<file path="config.mk">
export PLATFORM = sky130hd
export DESIGN_NAME = id_ex_stage
export DESIGN_NICKNAME = d
export VERILOG_FILES = /design/src/rtl/cpu_pkg.sv /design/src/rtl/fwd_mux.sv /design/src/rtl/id_ex_stage.sv
export SDC_FILE = /design/constraint.sdc
export NUM_CORES = 1
export LEC_CHECK = 0
export CAP_MARGIN = 20
export CORE_MARGIN = 5
export CORE_UTILIZATION = 38
export DETAILED_ROUTE_END_ITERATION = 16
export GPL_TIMING_DRIVEN = 1
export PLACE_DENSITY = 0.77
export SYNTH_ARGS = -nofsm -noshare
export SYNTH_HDL_FRONTEND = slang
export SYNTH_SLANG_ARGS = --single-unit
</file>
<file path="constraint.sdc">
create_clock -name clk -period 2.3 [get_ports clk]
set_input_delay 0.46 -clock clk [delete_from_list [all_inputs] [get_ports clk]]
set_output_delay 0.46 -clock clk [all_outputs]
set_load 0.03 [all_outputs]
</file>
<file path="src/rtl/cpu_pkg.sv">
// Shared CPU definitions: default datapath widths, ALU operation encodings
// and the hardwired-zero register index.
package cpu_pkg;

  localparam int DW  = 32;
  localparam int RW  = 5;
  localparam int OPW = 3;

  localparam int REG_ZERO = 0;

  typedef enum logic [2:0] {
    ALUOP_ADD = 3'b000,
    ALUOP_SUB = 3'b001,
    ALUOP_AND = 3'b010,
    ALUOP_OR  = 3'b011,
    ALUOP_XOR = 3'b100,
    ALUOP_SLT = 3'b101,
    ALUOP_SLL = 3'b110,
    ALUOP_SRL = 3'b111
  } aluop_e;

  // A bubble executes as an ADD whose result is never written back.
  localparam logic [2:0] ALUOP_NOP = ALUOP_ADD;

endpackage

</file>
<file path="src/rtl/fwd_mux.sv">
// Resolves one EX operand from the pipeline-register value or a younger result
// still in flight in EX/MEM or MEM/WB. EX/MEM is the most recent and wins.
module fwd_mux #(
  parameter int DW = cpu_pkg::DW,
  parameter int RW = cpu_pkg::RW
) (
  input  logic [RW-1:0] idx,
  input  logic [DW-1:0] reg_data,
  input  logic          exmem_regwrite,
  input  logic [RW-1:0] exmem_rd,
  input  logic [DW-1:0] exmem_result,
  input  logic          memwb_regwrite,
  input  logic [RW-1:0] memwb_rd,
  input  logic [DW-1:0] memwb_result,
  output logic [DW-1:0] fwd_data
);
  import cpu_pkg::*;

  logic exmem_hit;
  logic memwb_hit;

  // Register zero reads as a constant, so a pending write to it is never forwarded.
  assign exmem_hit = exmem_regwrite && (exmem_rd != RW'(REG_ZERO)) && (exmem_rd == idx);
  assign memwb_hit = memwb_regwrite && (memwb_rd != RW'(REG_ZERO)) && (memwb_rd == idx);

  always_comb begin
    fwd_data = reg_data;
    if (exmem_hit) begin
      fwd_data = exmem_result;
    end else if (memwb_hit) begin
      fwd_data = memwb_result;
    end
  end

endmodule

</file>
<file path="src/rtl/id_ex_stage.sv">
// ID/EX pipeline register feeding the ALU: stall/flush handling, operand
// forwarding, load-use detection and a saturating bubble counter.
module id_ex_stage #(
  parameter int DW    = cpu_pkg::DW,
  parameter int RW    = cpu_pkg::RW,
  parameter int OPW   = cpu_pkg::OPW,
  parameter int CNT_W = 16
) (
  input  logic             clk,
  input  logic             rstn,
  input  logic             id_valid,
  input  logic [RW-1:0]    id_rs,
  input  logic [RW-1:0]    id_rt,
  input  logic [RW-1:0]    id_rd,
  input  logic [DW-1:0]    id_rs_data,
  input  logic [DW-1:0]    id_rt_data,
  input  logic [DW-1:0]    id_imm,
  input  logic             id_alusrc,
  input  logic [OPW-1:0]   id_aluop,
  input  logic             id_regwrite,
  input  logic             id_memread,
  input  logic             id_memwrite,
  input  logic             stall,
  input  logic             flush,
  input  logic             exmem_regwrite,
  input  logic [RW-1:0]    exmem_rd,
  input  logic [DW-1:0]    exmem_result,
  input  logic             memwb_regwrite,
  input  logic [RW-1:0]    memwb_rd,
  input  logic [DW-1:0]    memwb_result,
  output logic [DW-1:0]    A,
  output logic [DW-1:0]    B,
  output logic [OPW-1:0]   ALUOp,
  output logic             ex_valid,
  output logic [RW-1:0]    ex_rd,
  output logic             ex_regwrite,
  output logic             ex_memread,
  output logic             ex_memwrite,
  output logic [DW-1:0]    ex_store_data,
  output logic             load_use,
  output logic [CNT_W-1:0] bubble_cnt
);
  import cpu_pkg::*;

  logic             valid_reg;
  logic [RW-1:0]    rs_reg, rt_reg, rd_reg;
  logic [DW-1:0]    rs_data_reg, rt_data_reg, imm_reg;
  logic             alusrc_reg;
  logic [OPW-1:0]   aluop_reg;
  logic             regwrite_reg, memread_reg, memwrite_reg;
  logic [CNT_W-1:0] cnt_reg;
  logic [DW-1:0]    rs_fwd, rt_fwd;
  logic             load_bubble;

  // A flush, or an empty ID slot on a normal capture, loads an all-zero bubble.
  assign load_bubble = flush || !id_valid;

  always_ff @(posedge clk or negedge rstn) begin
    if (!rstn) begin
      valid_reg    <= 1'b0;
      rs_reg       <= '0;
      rt_reg       <= '0;
      rd_reg       <= '0;
      rs_data_reg  <= '0;
      rt_data_reg  <= '0;
      imm_reg      <= '0;
      alusrc_reg   <= 1'b0;
      aluop_reg    <= '0;
      regwrite_reg <= 1'b0;
      memread_reg  <= 1'b0;
      memwrite_reg <= 1'b0;
      cnt_reg      <= '0;
    end else if (flush || !stall) begin
      valid_reg    <= load_bubble ? 1'b0 : 1'b1;
      rs_reg       <= load_bubble ? '0 : id_rs;
      rt_reg       <= load_bubble ? '0 : id_rt;
      rd_reg       <= load_bubble ? '0 : id_rd;
      rs_data_reg  <= load_bubble ? '0 : id_rs_data;
      rt_data_reg  <= load_bubble ? '0 : id_rt_data;
      imm_reg      <= load_bubble ? '0 : id_imm;
      alusrc_reg   <= load_bubble ? 1'b0 : id_alusrc;
      aluop_reg    <= load_bubble ? OPW'(ALUOP_NOP) : id_aluop;
      regwrite_reg <= load_bubble ? 1'b0 : id_regwrite;
      memread_reg  <= load_bubble ? 1'b0 : id_memread;
      memwrite_reg <= load_bubble ? 1'b0 : id_memwrite;
      if (flush && (cnt_reg != '1)) begin
        cnt_reg <= cnt_reg + 1'b1;
      end
    end
  end

  fwd_mux #(.DW(DW), .RW(RW)) u_fwd_rs (
    .idx            (rs_reg),
    .reg_data       (rs_data_reg),
    .exmem_regwrite (exmem_regwrite),
    .exmem_rd       (exmem_rd),
    .exmem_result   (exmem_result),
    .memwb_regwrite (memwb_regwrite),
    .memwb_rd       (memwb_rd),
    .memwb_result   (memwb_result),
    .fwd_data       (rs_fwd)
  );

  fwd_mux #(.DW(DW), .RW(RW)) u_fwd_rt (
    .idx            (rt_reg),
    .reg_data       (rt_data_reg),
    .exmem_regwrite (exmem_regwrite),
    .exmem_rd       (exmem_rd),
    .exmem_result   (exmem_result),
    .memwb_regwrite (memwb_regwrite),
    .memwb_rd       (memwb_rd),
    .memwb_result   (memwb_result),
    .fwd_data       (rt_fwd)
  );

  assign A             = rs_fwd;
  assign B             = alusrc_reg ? imm_reg : rt_fwd;
  assign ex_store_data = rt_fwd;
  assign ALUOp         = aluop_reg;
  assign ex_valid      = valid_reg;
  assign ex_rd         = rd_reg;
  assign ex_regwrite   = regwrite_reg;
  assign ex_memread    = memread_reg;
  assign ex_memwrite   = memwrite_reg;
  assign bubble_cnt    = cnt_reg;

  assign load_use = valid_reg && memread_reg && (rd_reg != RW'(REG_ZERO)) && id_valid &&
                    ((id_rs == rd_reg) || (id_rt == rd_reg));

endmodule

</file>
==> out/metrics.cfg, run 1 <==
[placed_design]
place_congestion = 0.891
dpl_cell_area_mm2 = 0.0121
dp_hpwl_mm = 21.9
port_buffers = 323

[detailed_routing]
via_per_inst = 5.96
vias = 8247
postRouteWirelength_mm = 36.8
first_pass_iters = 5
drtIter0Drc = 481
ant_nets = 0
wl_per_cell_um = 26.6
drcViolationCount = 0

[yosys]
yosysSeqAreaShare_pct = 46.6
synth_flop_cell = dfrtp_1
ys_types = 40
async_flop_share_pct = 100
syn_inst = 709
yosys_warnings = 0
avgSynthCellArea_um2 = 10.2
synth_edf_count = 0
ys_ff_latch = 135
synth_fp_nets = 909
netlist_area_mm2 = 0.00725

[global_route]
track_usage_pct = 31.1
grt_overflow_total = 0
grt_max_degree = 63
grt_antenna_before_repair = 4
grt_pass1_vias = 8690
grt_first_pass_wirelength_mm = 52.1

[worst_setup_path]
end_kind = primary output
crit_path_cell_trace = xnor2_2 -> nand4_1 -> buf_6 -> buf_8 -> or2_4 -> buf_6 -> a221oi_4 -> o31ai_4 -> buf_6
worstSetupPathType = flip-flop to primary output
cp_data_required_time_ns = 1.84
crit_top_cell = buf_6
max_stage_delay_ns = 0.46
cpMaxStageDelayCell = dfrtp_2
crit_arrival_ns = 2.55
worst_setup_path_start_kind = flip-flop
critPathMaxFanout = 5

[layout]
fin_util_pct = 79.8
areaGrowthSynthToFinish_pct = 107
layout-drive-gt1-share_pct = 46.1
layout_common_cells = clkdlybuf4s50_1 (213), buf_6 (131), dfrtp_1 (128)
nNetsFinal = 1335
n_fill_cell = 1083
stdcell_area_mm2 = 0.0150
layout.cells.most_common = clkdlybuf4s50_1

[clock_tree]
clk_path_buf_depth = 2
cts.sinks = 135
cts_tree = yes
cts_inserted_buffers = 17
htree_levels = 4
clk_pin_slew_ns = 0.06
worst_skew_pair.late_latency_ns = 0.42
clockRootBuffer = clkbuf_16

[timing]
drv_slew = 0
fin_setup_tns_ns = -53.44
setup_violations = 96
worst_pin_slew_ns = 0.452
rsz0062_at_grt = yes
fin_crit_ns = 3.01
hold_viol = 0
finClkSkew_ns = 0.00571
setup_ws_ns = -0.712
fmax_mhz = 332
fin_crit_sh_pct = 131
relSlewSlack_pct = 69.9

[floorplan]
die_h_um = 148
die_x_um = 148
ioPinCount = 324
core_mm2 = 0.0188
num_rows = 50
initial_utilization_pct = 38.6
die_area_mm2 = 0.0219

[run_status]
status = finished, violations left
violations = negative setup slack

[flow_run]
maxCapViolations = 0

[min_path]
holdCritPathClass = flip-flop to flip-flop

[power_and_ir_drop]
power_leakage_nw = 6.29
peakVddDrop_mv = 0.623
power.density_mw_per_mm2 = 513

[logic make-up (layout without fill, tap and decap cells)]
logic type	after synthesis	after routing	synth area share, %
DFF	135	135	46.6
muxes	56	56	8.15
adders and majority gates	1	1	0.173
other	0	2	0
AOI/OAI and AO/OA	227	227	23.7
xor gates and xnor gates	42	42	5.18
buffers and inverters	85	521	4.87
and+or+nand+nor	163	165	11.3
[Yosys cell counts, types with 14 or more instances]
library cell	count	area [um^2]
and3_1	14	87.6
mux2i_1	32	320
xnor2_1	27	236
dfrtp_1	135	3380
nor2_1	55	206
clkbuf_1	44	165
nor3_1	27	135
a22o_1	118	1030
o21ai_0	26	130
a21oi_1	38	190
inv_1	23	86.3
nand2_1	16	60.1
a31oi_1	19	119
mux2_2	24	270
or3_1	23	144
xor2_1	14	123
[worst max-delay path, delay by kind of cell, from the launching register on]
kind                      cells  cell delay, ns
buffers and inverters         4            0.60
xor gates and xnor gates      1            0.14
DFF                           1            0.46
AOI/OAI and AO/OA             2            0.48
and+or+nand+nor               2            0.45
[metrics by stage]
stage                     hold WS (ns)  total power [mW]  instances  worst slack (ns)
final                            0.500              7.68       1383            -0.712
after detailed placement         0.412              4.62       1296             -1.11
after CTS                        0.495              7.59       1364            -0.675
after global placement           0.408              4.60       1296             -1.10
after floorplan                  0.164              3.59        709            -0.334
after global routing             0.511              7.95       1383            -0.764
[cell type report]
class	instances	area [um^2]	share of cell area, %
Multi-Input combinational cell	491	5320	35.5
Antenna cell	2	5.00	0.0334
Clock buffer	23	488	3.26
Clock inverter	8	72.6	0.485
Inverter	23	86.3	0.577
Timing Repair Buffer	467	5320	35.5
Tap cell	234	293	1.96
Sequential cell	135	3390	22.6
[final timing paths]
kind	startpoint	to	slack, ns	depth (start not counted)
worst max-delay path	rt_reg[2]$_DFFE_PN0P_	B[23]	-0.71	9
worst min-delay path	bubble_cnt[6]$_DFFE_PN0P_	bubble_cnt[6]$_DFFE_PN0P_	0.50	1
worst max register to register	bubble_cnt[0]$_DFFE_PN0P_	bubble_cnt[13]$_DFFE_PN0P_	0.44	6
worst min register to register	bubble_cnt[6]$_DFFE_PN0P_	bubble_cnt[6]$_DFFE_PN0P_	0.50	1
max in group asynchronous	rstn	rt_data_reg[13]$_DFFE_PN0P_	1.07	3
min in group asynchronous	rstn	ex_rd[0]$_DFFE_PN0P_	0.53	2
[where the power goes]
part,switching [mW],internal (mW),total (mW)
Clock,1.05,1.59,2.64
Sequential,0.151,2.52,2.67
Combinational,1.15,1.22,2.37
[repair_timing]
action	in CTS	in global routing
cloned	16	6
endpoints found under the hold margin	40	0
resized for setup	305	111
pin swaps	48	42
buffers inserted	33	17
setup endpoints to repair	96	97
hold buffers	1	0
[layer usage]
| layer | up-vias | global-route usage [%] | share of wire [%] |
|---|---|---|---|
| met5 | - | 0 | 0.038 |
| met4 | 4 | 14.8 | 5.9 |
| met3 | 142 | 8.56 | 8.8 |
| met2 | 521 | 52.4 | 48 |
| met1 | 4061 | 36.8 | 37 |
| li1 | 3519 | - | - |
No activity file was read; power rests on OpenSTA's default activity.
==> inputs of run 2 (changes only) <==
--- a/config.mk
+++ b/config.mk
@@ -5,12 +5,13 @@
 export SDC_FILE = /design/constraint.sdc
 export NUM_CORES = 1
 export LEC_CHECK = 0
+export ABC_AREA = 1
 export CAP_MARGIN = 20
 export CORE_MARGIN = 5
-export CORE_UTILIZATION = 38
+export CORE_UTILIZATION = 41
 export DETAILED_ROUTE_END_ITERATION = 16
 export GPL_TIMING_DRIVEN = 1
-export PLACE_DENSITY = 0.77
+export PLACE_DENSITY = 0.78
 export SYNTH_ARGS = -nofsm -noshare
 export SYNTH_HDL_FRONTEND = slang
 export SYNTH_SLANG_ARGS = --single-unit
==> run 2 against run 1 <==
The run still ends with negative setup slack left. Routed wire length down 0.69%. Non-clock buffer count down 73. Setup slack better by 0.37 ns. Core utilization down 9.6 points. First-iteration DRC count up 33%. Design area down 4.6%. Sequential cell count unchanged. Via count up 15%. Largest cell class unchanged.
==> out/metrics.cfg, run 2 <==
[timing]
relSlewSlack_pct = 60.8  ; -9.1 points
fmax_mhz = 379  ; +14%
fin_setup_tns_ns = -26.81  ; +26.63 ns
whs_ns = 0.509  ; +0.00870 ns
fin_crit_sh_pct = 115  ; -16 points
fin_crit_ns = 2.64  ; -0.373 ns
worst_pin_slew_ns = 0.588  ; +0.136 ns
finClkSkew_ns = 0.00586  ; +0.000156 ns
setup_ws_ns = -0.339  ; +0.373 ns
drv_slew = 0  ; unchanged
hold_viol = 0  ; unchanged
setup_violations = 96  ; unchanged
rsz0062_at_grt = yes

[run_status]
violations = negative setup slack
status = finished, violations left

[global_route]
grt_antenna_before_repair = 3  ; -1
grt_overflow_total = 0  ; unchanged
grt_pass1_vias = 9563  ; +10%
grt_first_pass_wirelength_mm = 53.5  ; +2.7%
track_usage_pct = 28.5  ; -2.6 points
grt_max_degree = 79  ; +25%

[floorplan]
initial_utilization_pct = 41.9  ; +3.2 points
num_rows = 52  ; +4.0%
die_x_um = 154  ; +4.1%
die_h_um = 154  ; +4.1%
die_area_mm2 = 0.0238  ; +8.4%
core_mm2 = 0.0204  ; +8.5%
ioPinCount = 324  ; unchanged

[clock_tree]
cts.sinks = 135  ; unchanged
clockRootBuffer = clkbuf_16
htree_levels = 4  ; unchanged
worst_skew_pair.late_latency_ns = 0.42  ; about the same
clk_path_buf_depth = 2  ; unchanged
clk_pin_slew_ns = 0.06  ; about the same
cts_tree = yes
cts_inserted_buffers = 17  ; unchanged

[yosys]
yosysMostFrequentCell = nand2_1
async_flop_share_pct = 100  ; unchanged
yosysTopAreaCell = dfrtp_1
synth_commonest_cells = nand2_1 (198), nand3_1 (187), inv_1 (169)
ys_ff_latch = 135  ; unchanged
synth_fp_nets = 1328  ; +46%
synth_flop_cell = dfrtp_1
yosys_warnings = 0  ; unchanged
synth_edf_count = 0  ; unchanged
netlist_area_mm2 = 0.00853  ; +18%
yosysTopAreaCellShare_pct = 39.6  ; -7.0 points
yosys-top-cells-area = dfrtp_1 (40%), nand3_1 (11%), nand2_1 (8.7%)
avgSynthCellArea_um2 = 7.56  ; -26%
yosysSeqAreaShare_pct = 39.6  ; -7.0 points
ys_types = 34  ; -15%
syn_inst = 1128  ; +59%

[power_and_ir_drop]
power.density_mw_per_mm2 = 559  ; +8.9%
power_leakage_nw = 6.90  ; +9.6%
clkPwrFrac_pct = 35.2  ; +0.9 points
seq_power_share_pct = 33.6  ; -1.1 points
p_switching_mw = 2.56  ; +8.5%
finalPower_mw = 7.99  ; +3.9%
combinationalPowerShare_pct = 31.2  ; +0.3 points
peakVddDrop_mv = 0.755  ; +21%
internal-power_mw = 5.43  ; +1.9%
swShare_pct = 32.0  ; +1.4 points

[detailed_routing]
vias = 9512  ; +15%
postRouteWirelength_mm = 36.6  ; -0.69%
via_per_inst = 5.43  ; -9.0%
ant_nets = 0  ; unchanged
wl_per_cell_um = 20.9  ; -22%
first_pass_iters = 5  ; unchanged
drtIter0Drc = 642  ; +33%
drcViolationCount = 0  ; unchanged

[placed_design]
place_congestion = 0.940  ; +5.4%
dp_hpwl_mm = 23.2  ; +5.8%
pre_cts_ws_ns = -0.490  ; +0.616 ns
port_buffers = 323  ; unchanged
dpl_cell_area_mm2 = 0.0122  ; +1.2%

[layout]
stdcell_area_mm2 = 0.0143  ; -4.6%
layout_common_cells = clkdlybuf4s50_1 (214), inv_1 (168), nand2_1 (156)
layout.cells.most_common = clkdlybuf4s50_1
nNetsFinal = 1667  ; +25%
areaGrowthSynthToFinish_pct = 67.5
layout-drive-gt1-share_pct = 27.2  ; -19 points
n_fill_cell = 1572  ; +45%

[worst_setup_path]
cpMaxStageDelayCell = dfrtp_1
end_kind = primary output
cp_data_required_time_ns = 1.84  ; about the same
crit_arrival_ns = 2.18  ; -0.37 ns
critPathMaxFanout = 8  ; +3
crit_top_cell = buf_6
crit_path_cell_trace = buf_6 -> xor2_4 -> nor2_2 -> nand3b_1 -> buf_12 -> clkbuf_16 -> nand3_2 -> nand3_1 -> nand2_1 -> buf_6
max_stage_delay_ns = 0.40  ; -0.06 ns
worst_setup_path_start_kind = flip-flop
worstSetupPathType = flip-flop to primary output

[flow_run]
maxCapViolations = 0  ; unchanged

[min_path]
holdCritPathClass = flip-flop to flip-flop

run 2: cells by family after synthesis:
kind of cell	count (synthesis)	synth area share [%]
and+or+nand+nor	585	36.5
buffers and inverters	245	11.9
DFF	135	39.6
AOI/OAI and AO/OA	127	8.22
xor gates and xnor gates	34	3.49
muxes	1	0.132
adders and majority gates	1	0.147
run 2: routing by layer:
metal  track usage, %  vias to the layer above  part of all wire, %
met1             35.0                     4562                   39
met3             7.10                      101                  8.5
met4             11.7                        0                  3.6
met5                0                        -                    0
met2             47.8                      499                   49
li1                 -                     4350                    -
run 2: area by class of cell:
| cell class | instances | area (um^2) | area share (%) |
|---|---|---|---|
| repair buffers | 394 | 4530 | 31.7 |
| well taps | 270 | 338 | 2.36 |
| inverters | 171 | 644 | 4.51 |
| clock inverters | 9 | 115 | 0.806 |
| diodes | 3 | 7.51 | 0.0526 |
| clock buffers | 23 | 488 | 3.42 |
| flip-flops and latches | 135 | 3380 | 23.7 |
| multi-input cells | 748 | 4780 | 33.5 |
run 2: critical path, delay by kind of cell, from the launching register on:
family                 cells  cell delay, ns
flip-flops                 1            0.40
buffers and inverters      4            0.64
XOR/XNOR                   1            0.18
AND/OR/NAND/NOR            5            0.53
run 2: metrics by stage:
| step | utilization [%] | cells |
|---|---|---|
| CTS | 67.1 | 1742 |
| global placement | 60.0 | 1689 |
| detailed placement | 60.0 | 1689 |
| floorplan | - | 1128 |
| global route | 70.1 | 1753 |
| finish | 70.1 | 1753 |
run 2: power by group through the flow:
stage	clock network (mW)	logic, mW	registers (mW)
floorplan	0	0.928	2.83
global placement	0	2.13	2.72
detailed placement	0	2.15	2.72
CTS	2.83	2.36	2.68
global route	2.96	2.64	2.71
finish	2.81	2.49	2.69
run 2: what timing repair did:
action	in CTS	in global routing
endpoints found under the setup margin	96	96
hold buffers	1	0
pin swaps	28	62
buffers inserted	13	3
hold endpoints to repair	34	0
cloned	7	6
resized for setup	164	112
run 2: final timing paths:
| kind | start | end | slack, ns | cells past startpoint |
|---|---|---|---|---|
| setup / recovery | rt_reg[3]$_DFFE_PN0P_ | B[12] | -0.34 | 10 |
| hold / removal | bubble_cnt[14]$_DFFE_PN0P_ | bubble_cnt[14]$_DFFE_PN0P_ | 0.51 | 1 |
| setup reg to reg | bubble_cnt[0]$_DFFE_PN0P_ | bubble_cnt[15]$_DFFE_PN0P_ | 0.50 | 9 |
| hold reg to reg | bubble_cnt[14]$_DFFE_PN0P_ | bubble_cnt[14]$_DFFE_PN0P_ | 0.51 | 1 |
| max in group asynchronous | rstn | rt_data_reg[14]$_DFFE_PN0P_ | 1.10 | 3 |
| min in group asynchronous | rstn | ALUOp[0]$_DFFE_PN0P_ | 0.57 | 2 |
